===== config.mk =====
export PLATFORM = sky130hd
export DESIGN_NAME = instruction_fetch_unit
export DESIGN_NICKNAME = d
export VERILOG_FILES = /design/src/rtl/mips31_pkg.sv /design/src/rtl/pc_register.sv /design/src/rtl/instruction_fetch_unit.sv
export SDC_FILE = /design/constraint.sdc
export NUM_CORES = 1
export LEC_CHECK = 0
export CAP_MARGIN = 20
export CORE_ASPECT_RATIO = 1.75
export CORE_MARGIN = 5
export CORE_UTILIZATION = 40
export DETAILED_ROUTE_END_ITERATION = 10
export MAX_ROUTING_LAYER = met4
export PLACE_DENSITY_LB_ADDON = 0.08
export SLEW_MARGIN = 10
export SYNTH_ARGS = -nofsm -noshare
export SYNTH_HDL_FRONTEND = slang
export SYNTH_SLANG_ARGS = --single-unit

===== constraint.sdc =====
create_clock -name clk -period 7.6 [get_ports clk]
set_input_delay 0.76 -clock clk [delete_from_list [all_inputs] [get_ports clk]]
set_output_delay 0.76 -clock clk [all_outputs]
set_load 0.005 [all_outputs]

===== src/rtl/mips31_pkg.sv =====
// mips31_pkg: fetch-stage state type and shared constants for the MIPS31 core
package mips31_pkg;
  localparam int INSTR_W = 32;
  localparam logic [31:0] RESET_PC_DEFAULT = 32'h0040_0000;
  localparam logic [31:0] PC_INC = 32'd4;
  typedef enum logic [1:0] {S_RESET = 2'd0, S_REQ = 2'd1, S_HOLD = 2'd2} fetch_state_e;
endpackage


===== src/rtl/pc_register.sv =====
// pc_register: program counter with redirect/sequential next-PC select and sticky misalign flag
module pc_register import mips31_pkg::*; #(
  parameter logic [31:0] RESET_PC = RESET_PC_DEFAULT,
  parameter logic [31:0] PC_INC = mips31_pkg::PC_INC
) (
  input  logic        clk,
  input  logic        rst_n,
  input  logic        redirect_en,
  input  logic [31:0] redirect_pc,
  input  logic        seq_en,
  input  logic [31:0] seq_base,
  output logic [31:0] pc_d,
  output logic        misalign
);
  logic [31:0] pc_q;
  logic mis_q, mis_d;
  always_comb begin
    pc_d = redirect_en ? {redirect_pc[31:2], 2'b00} : seq_en ? seq_base + PC_INC : pc_q;
    mis_d = mis_q || (redirect_en && redirect_pc[1:0] != 2'b00);
  end
  always_ff @(posedge clk or negedge rst_n) begin
    if (!rst_n) begin
      pc_q <= RESET_PC;
      mis_q <= 1'b0;
    end else begin
      pc_q <= pc_d;
      mis_q <= mis_d;
    end
  end
  assign misalign = mis_q;
endmodule


===== src/rtl/instruction_fetch_unit.sv =====
// instruction_fetch_unit: req/ack instruction fetch, instruction register and valid/ready hand-off to decode
module instruction_fetch_unit import mips31_pkg::*; #(
  parameter logic [31:0] RESET_PC = RESET_PC_DEFAULT,
  parameter logic [31:0] PC_INC = mips31_pkg::PC_INC
) (
  input  logic               clk,
  input  logic               rst_n,
  output logic               imem_req,
  output logic [31:0]        imem_addr,
  input  logic               imem_ack,
  input  logic [INSTR_W-1:0] imem_rdata,
  input  logic               redirect_valid,
  input  logic [31:0]        redirect_pc,
  output logic               instr_valid,
  input  logic               instr_ready,
  output logic [INSTR_W-1:0] instruction_code,
  output logic [31:0]        instr_pc,
  output logic [31:0]        instr_pc_plus4,
  output logic               fetch_misalign,
  output logic [31:0]        fetch_count
);
  fetch_state_e state_q, state_d;
  logic kill_q, kill_d, valid_q, valid_d, redir, seq_en;
  logic [INSTR_W-1:0] ir_q, ir_d;
  logic [31:0] ipc_q, ipc_d, ipc4_q, ipc4_d, cnt_q, cnt_d, addr_q, addr_d, pc_d;
  assign redir = redirect_valid && state_q != S_RESET;
  assign seq_en = state_q == S_HOLD && instr_ready && !redir;
  pc_register #(.RESET_PC(RESET_PC), .PC_INC(PC_INC)) u_pc (
    .clk(clk),
    .rst_n(rst_n),
    .redirect_en(redir),
    .redirect_pc(redirect_pc),
    .seq_en(seq_en),
    .seq_base(ipc_q),
    .pc_d(pc_d),
    .misalign(fetch_misalign)
  );
  always_comb begin
    state_d = state_q;
    kill_d = kill_q;
    valid_d = valid_q;
    ir_d = ir_q;
    ipc_d = ipc_q;
    ipc4_d = ipc4_q;
    case (state_q)
      S_RESET: state_d = S_REQ;
      S_REQ: begin
        kill_d = imem_ack ? 1'b0 : kill_q || redir;
        if (imem_ack && !kill_q && !redir) begin
          ir_d = imem_rdata;
          ipc_d = addr_q;
          ipc4_d = addr_q + PC_INC;
          valid_d = 1'b1;
          state_d = S_HOLD;
        end
      end
      S_HOLD: if (redir || instr_ready) begin
        valid_d = 1'b0;
        state_d = S_REQ;
      end
      default: state_d = S_RESET;
    endcase
  end
  // a new request address is latched only when a request is issued, so it stays stable until ack
  assign addr_d = (state_d == S_REQ && (state_q != S_REQ || imem_ack)) ? pc_d : addr_q;
  assign cnt_d = cnt_q + {31'd0, seq_en};
  always_ff @(posedge clk or negedge rst_n) begin
    if (!rst_n) begin
      state_q <= S_RESET;
      kill_q <= 1'b0;
      valid_q <= 1'b0;
      ir_q <= '0;
      ipc_q <= '0;
      ipc4_q <= '0;
      cnt_q <= '0;
      addr_q <= RESET_PC;
    end else begin
      state_q <= state_d;
      kill_q <= kill_d;
      valid_q <= valid_d;
      ir_q <= ir_d;
      ipc_q <= ipc_d;
      ipc4_q <= ipc4_d;
      cnt_q <= cnt_d;
      addr_q <= addr_d;
    end
  end
  assign imem_req = state_q == S_REQ;
  assign imem_addr = addr_q;
  assign instr_valid = valid_q;
  assign instruction_code = ir_q;
  assign instr_pc = ipc_q;
  assign instr_pc_plus4 = ipc4_q;
  assign fetch_count = cnt_q;
endmodule


==> results of run 1 <==
## metrics by stage
step,instance area [um2],worst slack [ps],hold slack [ps],util,cells
floorplan,9030,4350,457,-,962
global placement,11600,3330,457,0.524,1450
detailed placement,11600,3250,463,0.524,1451
CTS,12200,3730,309,0.550,1483
global route,12200,3500,337,0.551,1485
finish,12200,3720,304,0.551,1485
## worst max-delay path, delay by kind of cell
kind | cells | cell delay, ps
buffers and inverters | 4 | 1370
AND/OR/NAND/NOR | 4 | 1460
XOR/XNOR | 1 | 140
adder cells (fa/ha/maj) | 2 | 470
## cell usage in the layout, fill, tap and decap left out, drive strengths merged, types with 4 or more instances in the layout
master,instances
xnor2,53
clkbuf,21
a22oi,13
nor3,18
nor4,22
or4,5
and4,6
or3,6
a31oi,9
nand3,35
clkdlybuf4s50,230
and2,4
xor2,16
dfrtp,193
a21oi,15
clkinv,6
o31ai,4
o21ai,67
ha,9
and3,9
inv,20
nor2,43
buf,11
mux2,26
nand2,278
nand4,28
## kinds of logic after synthesis
group                      Yosys count  share of synthesized area
DFF                                195                      0.541
xor gates and xnor gates            69                     0.0669
muxes                               29                     0.0357
and+or+nand+nor                    463                      0.229
adders and majority gates            9                     0.0125
AOI/OAI and AO/OA                  130                     0.0863
buffers and inverters               67                     0.0292
## worst paths after layout
kind	endpoint	from	slack, ps	cells after the start
hold reg to reg	instruction_code[6]	instruction_code[6]	470	2
max in group asynchronous	instr_pc_plus4[18]	rst_n	5970	2
hold / removal	fetch_count[7]	rst_n	300	1
min in group clk	instruction_code[6]	instruction_code[6]	470	2
setup / recovery	fetch_count[16]	instr_ready	3720	11
setup reg to reg	fetch_count[16]	state_q[0]	3820	12
## routing by layer
layer,track usage,part of all wire,up-vias
met3,0.0509,0.059,50
met2,0.372,0.52,246
met4,0.0914,0.036,0
met1,0.251,0.38,3674
li1,-,-,3705
met5,-,0,-
## power groups by stage
stage / Sequential (mW) / Clock [mW] / Combinational, mW
2_1_floorplan: 1.78 / 0 / 0.860
5_1_grt: 1.94 / 0.960 / 1.96
4_1_cts: 1.89 / 0.921 / 1.81
6_report: 1.88 / 0.898 / 1.77
3_5_place_dp: 1.91 / 0 / 1.80
3_3_place_gp: 1.90 / 0 / 1.77
## registers in the layout, summed over array words and instances, names as in the netlist
register,cells
fetch_count,32
imem_addr,32
instr_pc,32
instruction_code,32
u_pc.pc_q,32
instr_pc_plus4,30
state_q,2
instr_valid,1
kill_q,1
u_pc.misalign,1
## layout make-up
cell class / count / area [um2]
Clock buffer: 20 / 447
Clock inverter: 12 / 133
Fill cell: 2074 / 9960
Tap cell: 296 / 370
Inverter: 19 / 71.3
Multi-Input combinational cell: 700 / 3900
Antenna cell: 1 / 2.50
Timing Repair Buffer: 242 / 2400
Sequential cell: 195 / 4880
==> metrics.txt, run 1 <==
Area Overhead vs Synth 35.1%; status completed; Slew @ Worst Pin 923 ps; Fin Setup TNS 0 ps; Leak ~5.2 nW; Startpoint Class input pin; Post-Syn Nets 1040; Nets around 1300; die height 209 um; hold buffers post-CTS 0; Crit Path Max Fanout 18; Yosys reg bits slightly below 200; Worst Skew between 8 and 9 ps; Die ar. 25800 um2; Post-synth EDFFs 0; VDD IR max 187 uV; NetSw ~1.6 mW; post-synthesis cell area 9030 um2; Worst-Skew Late Latency ~440 ps; input/output buffers 231; RSZ-0062 raised after global routing false; Final Hold Fails 0; Async S/R FF share, synth 1.00; cell with the most instances after synthesis nand2_1; vias roughly 7700; synth cell count leaders nand2_1 (278), dfrtp_1 (193), o21ai_0 (67), xnor2_1 (53), nor2_1 (43); Max Buffers Root-to-Sink 2; sw frac 0.361; Reg power frac 0.414; first-pass GRT wire length around 43 mm; wirelength, routed 27.1 mm; WP data required approximately 8000 ps; Yosys top cell by area dfrtp_1; Yosys cell types 53; number of global-route vias before repair 7736; Design Power 4.55 mW; CP arrival 4200 ps; initial DRC count 439; cell count after synthesis between 900 and 1000; DRC viols 0; largest net degree at the start of global routing 72; register area share after synthesis 0.541; CTS Buf Count 17; Syn Area/Cell 9.39 um2; Num Clock Sinks 195; post-CTS setup buffers 0; Die X 124 um; GRT Util Overall 0.222; Routed Antenna Nets 0; Main synth FF type dfrtp_1; post-CTS sizing 0; area share of the largest cell type after synthesis 0.535; hpwl dp 19.6 mm; Pins Over Slew Limit 0; Area contributors post-synth dfrtp_1 (53%), nand2_1 (12%), xnor2_1 (5.1%); min cycle time layout 3880 ps; Worst-path clk slew 70 ps; total core area 22200 um2; crit path cell chain clkdlybuf4s50_1, and2_1, buf_4, nand2_1, inv_1, ha_1, ha_1, inv_1, or3_1, or4_1, xnor2_1; clock root cell clkbuf_16; Power Density 373 nW/um2; internal power 2.91 mW; row count 72; antenna violations before repair 1; num ports 232; grt ovf 0; share of layout cells above drive strength 1 0.0665; crit-path max cell delay about 570 ps; Worst setup EP type flop; Hold Crit Class input pin to async pin; CTS tree done; # setup viols final 0; htree depth 4; DR pass1 iterations 5; WL/cell 18.3 um; Worst Setup Path Type input pin to flop; Comb power frac 0.389; yosys warns 0; clock share of power 0.197; via/cell ratio approximately 5.2; post-route clock period utilization 0.510; Initial Util 0.408; GPL Wtd Cong between 0.8 and 0.9; slowest CP cell clkdlybuf4s50_1; fmax 258 MHz; Max-cap violations 0; Worst slew margin 0.385
No activity file was read; power rests on OpenSTA's default activity.
==> run 2: changes to the inputs <==
- clock period: 7.6 -> 3.5 ns (I/O delays scaled with it)
==> run 2 against run 1 <==
Register-to-register slack lost 3300 ps. Utilization grew 0.43 points. Critical endpoint is now fetch_count[31]. First-iteration DRC count is the same. Global-route usage grew 0.14 points. Cell area grew 0.78%. Clock skew is essentially flat. Die area is the same. Sequential power grew 120%. Cell count grew 0.61%. Largest power group unchanged.
==> metrics.txt, run 2 (synthesis gave the netlist of run 1 again) <==
DR pass1 iterations 6; Worst Skew 8.58 ps; initial DRC count 439; Initial Util 0.408; Fin Setup TNS 0 ps; Num Clock Sinks 195; DRC viols 0; CTS Buf Count 17; GPL Wtd Cong 0.855; fin area around 12000 um2; Power Density between 800 and 900 nW/um2; Worst setup EP type flop; Routed Antenna Nets 0; Hold Crit Class input pin to flop; GRT Util Overall 0.223; Leak approximately 5.3 nW; Die ar. roughly 26000 um2; post-route clock period utilization 0.855; fmax 334 MHz; WL/cell ~18 um; commonest non-fill, non-tap cells in the layout nand2_1 (278), clkdlybuf4s50_1 (230), dfrtp_1 (193), o21ai_0 (67), xnor2_1 (53); share of layout cells above drive strength 1 0.0744; vias 7852; post-CTS sizing 0; Pins Over Slew Limit 0; min cycle time layout 2990 ps; Area Overhead vs Synth 36.2%; num ports 232; Worst-path clk slew 70 ps; Multi-input gate area 3900 um2; wirelength, routed 27.5 mm; Nets about 1300; Die X 124 um; Worst slew margin 0.464; Worst Setup Path Type flop to flop; largest net degree at the start of global routing 88; htree depth 4; clock root cell clkbuf_16; die height 209 um; # setup viols final 0; VDD IR max 418 uV; Crit Path Max Fanout 13; Max Buffers Root-to-Sink 2; status completed; via/cell ratio between 5 and 6; CP arrival approximately 3300 ps; RSZ-0062 raised after global routing false; first-pass GRT wire length 43.1 mm; Final Hold Fails 0; CTS tree done; input/output buffers 231; Slew @ Worst Pin 797 ps; Worst-Skew Late Latency 440 ps; antenna violations before repair 0; grt ovf 0; Max-cap violations 0; number of global-route vias before repair 7882; dpl cell area 11700 um2; Startpoint Class flop; Fillers 2059; WP data required between 3000 and 4000 ps; row count between 70 and 80; total core area roughly 22000 um2; hpwl dp around 20 mm; leading cell type in the layout, fill and taps excluded nand2_1; Register Area about 4900 um2
==> run 2: cell types whose count changed in the layout (fill, tap and decap cells not counted), moves of 2 or more <==
cell / change
clkinv_4: -2
clkinvlp_4: +2
buf_4: +9
inv_6: +2
clkbuf_1: -2
==> run 2: final timing paths <==
path                                     startpoint                    to  slack [ps]  depth (start not counted)
worst max-delay path                     state_q[0]       fetch_count[31]         510                         12
worst min register to register  instruction_code[6]   instruction_code[6]         470                          2
worst max register to register           state_q[0]       fetch_count[31]         510                         12
max in group asynchronous                     rst_n         u_pc.pc_q[25]        2060                          3
worst min-delay path                 imem_rdata[29]  instruction_code[29]         430                          3
min in group asynchronous                     rst_n        fetch_count[8]         510                          2
==> run 2: final cells by class <==
cell class / instances / area share
inverter: 19 / 0.00580
clock buffer: 18 / 0.0357
clock inverter: 14 / 0.0125
sequential: 195 / 0.397
multi-input combinational: 700 / 0.317
tap: 296 / 0.0301
timing repair buffer: 251 / 0.202
antenna: 1 / 0.000203
==> run 2: what timing repair did <==
| action | in CTS | in global routing |
|---|---|---|
| setup buffers | 0 | 0 |
| hold buffers | 1 | 0 |
| endpoints found under the hold margin | 16 | 0 |
==> run 2: layer usage <==
metal  vias to the layer above  GRT usage  routed length, um
li1                       3721          -                  -
met1                      3812      0.253              10600
met2                       271      0.379              14300
met3                        48     0.0471               1570
met4                         0     0.0883                960
met5                         -          -                  0
==> run 2: per-stage QoR <==
stage	power, mW	instances	utilization	worst slack [ps]	hold WS (ps)
2_1_floorplan	5.73	962	-	284	54.4
3_3_place_gp	8.00	1460	0.528	557	456
3_5_place_dp	8.08	1460	0.528	502	462
4_1_cts	10.1	1493	0.555	495	414
5_1_grt	10.6	1493	0.555	245	424
6_report	9.96	1494	0.555	509	429
==> run 2: worst max-delay path, cell delays in order (launching register included) <==
cell and delay (ps):
dfrtp_1 420, inv_1 110, ha_1 250, nand2b_1 340, nand2_1 120, inv_1 90, buf_4 200, ha_1 190
nand2_1 80, nor3_1 460, and3_1 340, nand4_1 140, xnor2_1 140
==> run 2: report_power, final <==
part	switching [mW]	internal, mW	leakage, nW	total, mW
combinational	1.74	2.14	2.54	3.88
sequential	0.981	3.12	2.45	4.10
clock	0.903	1.08	0.277	1.98
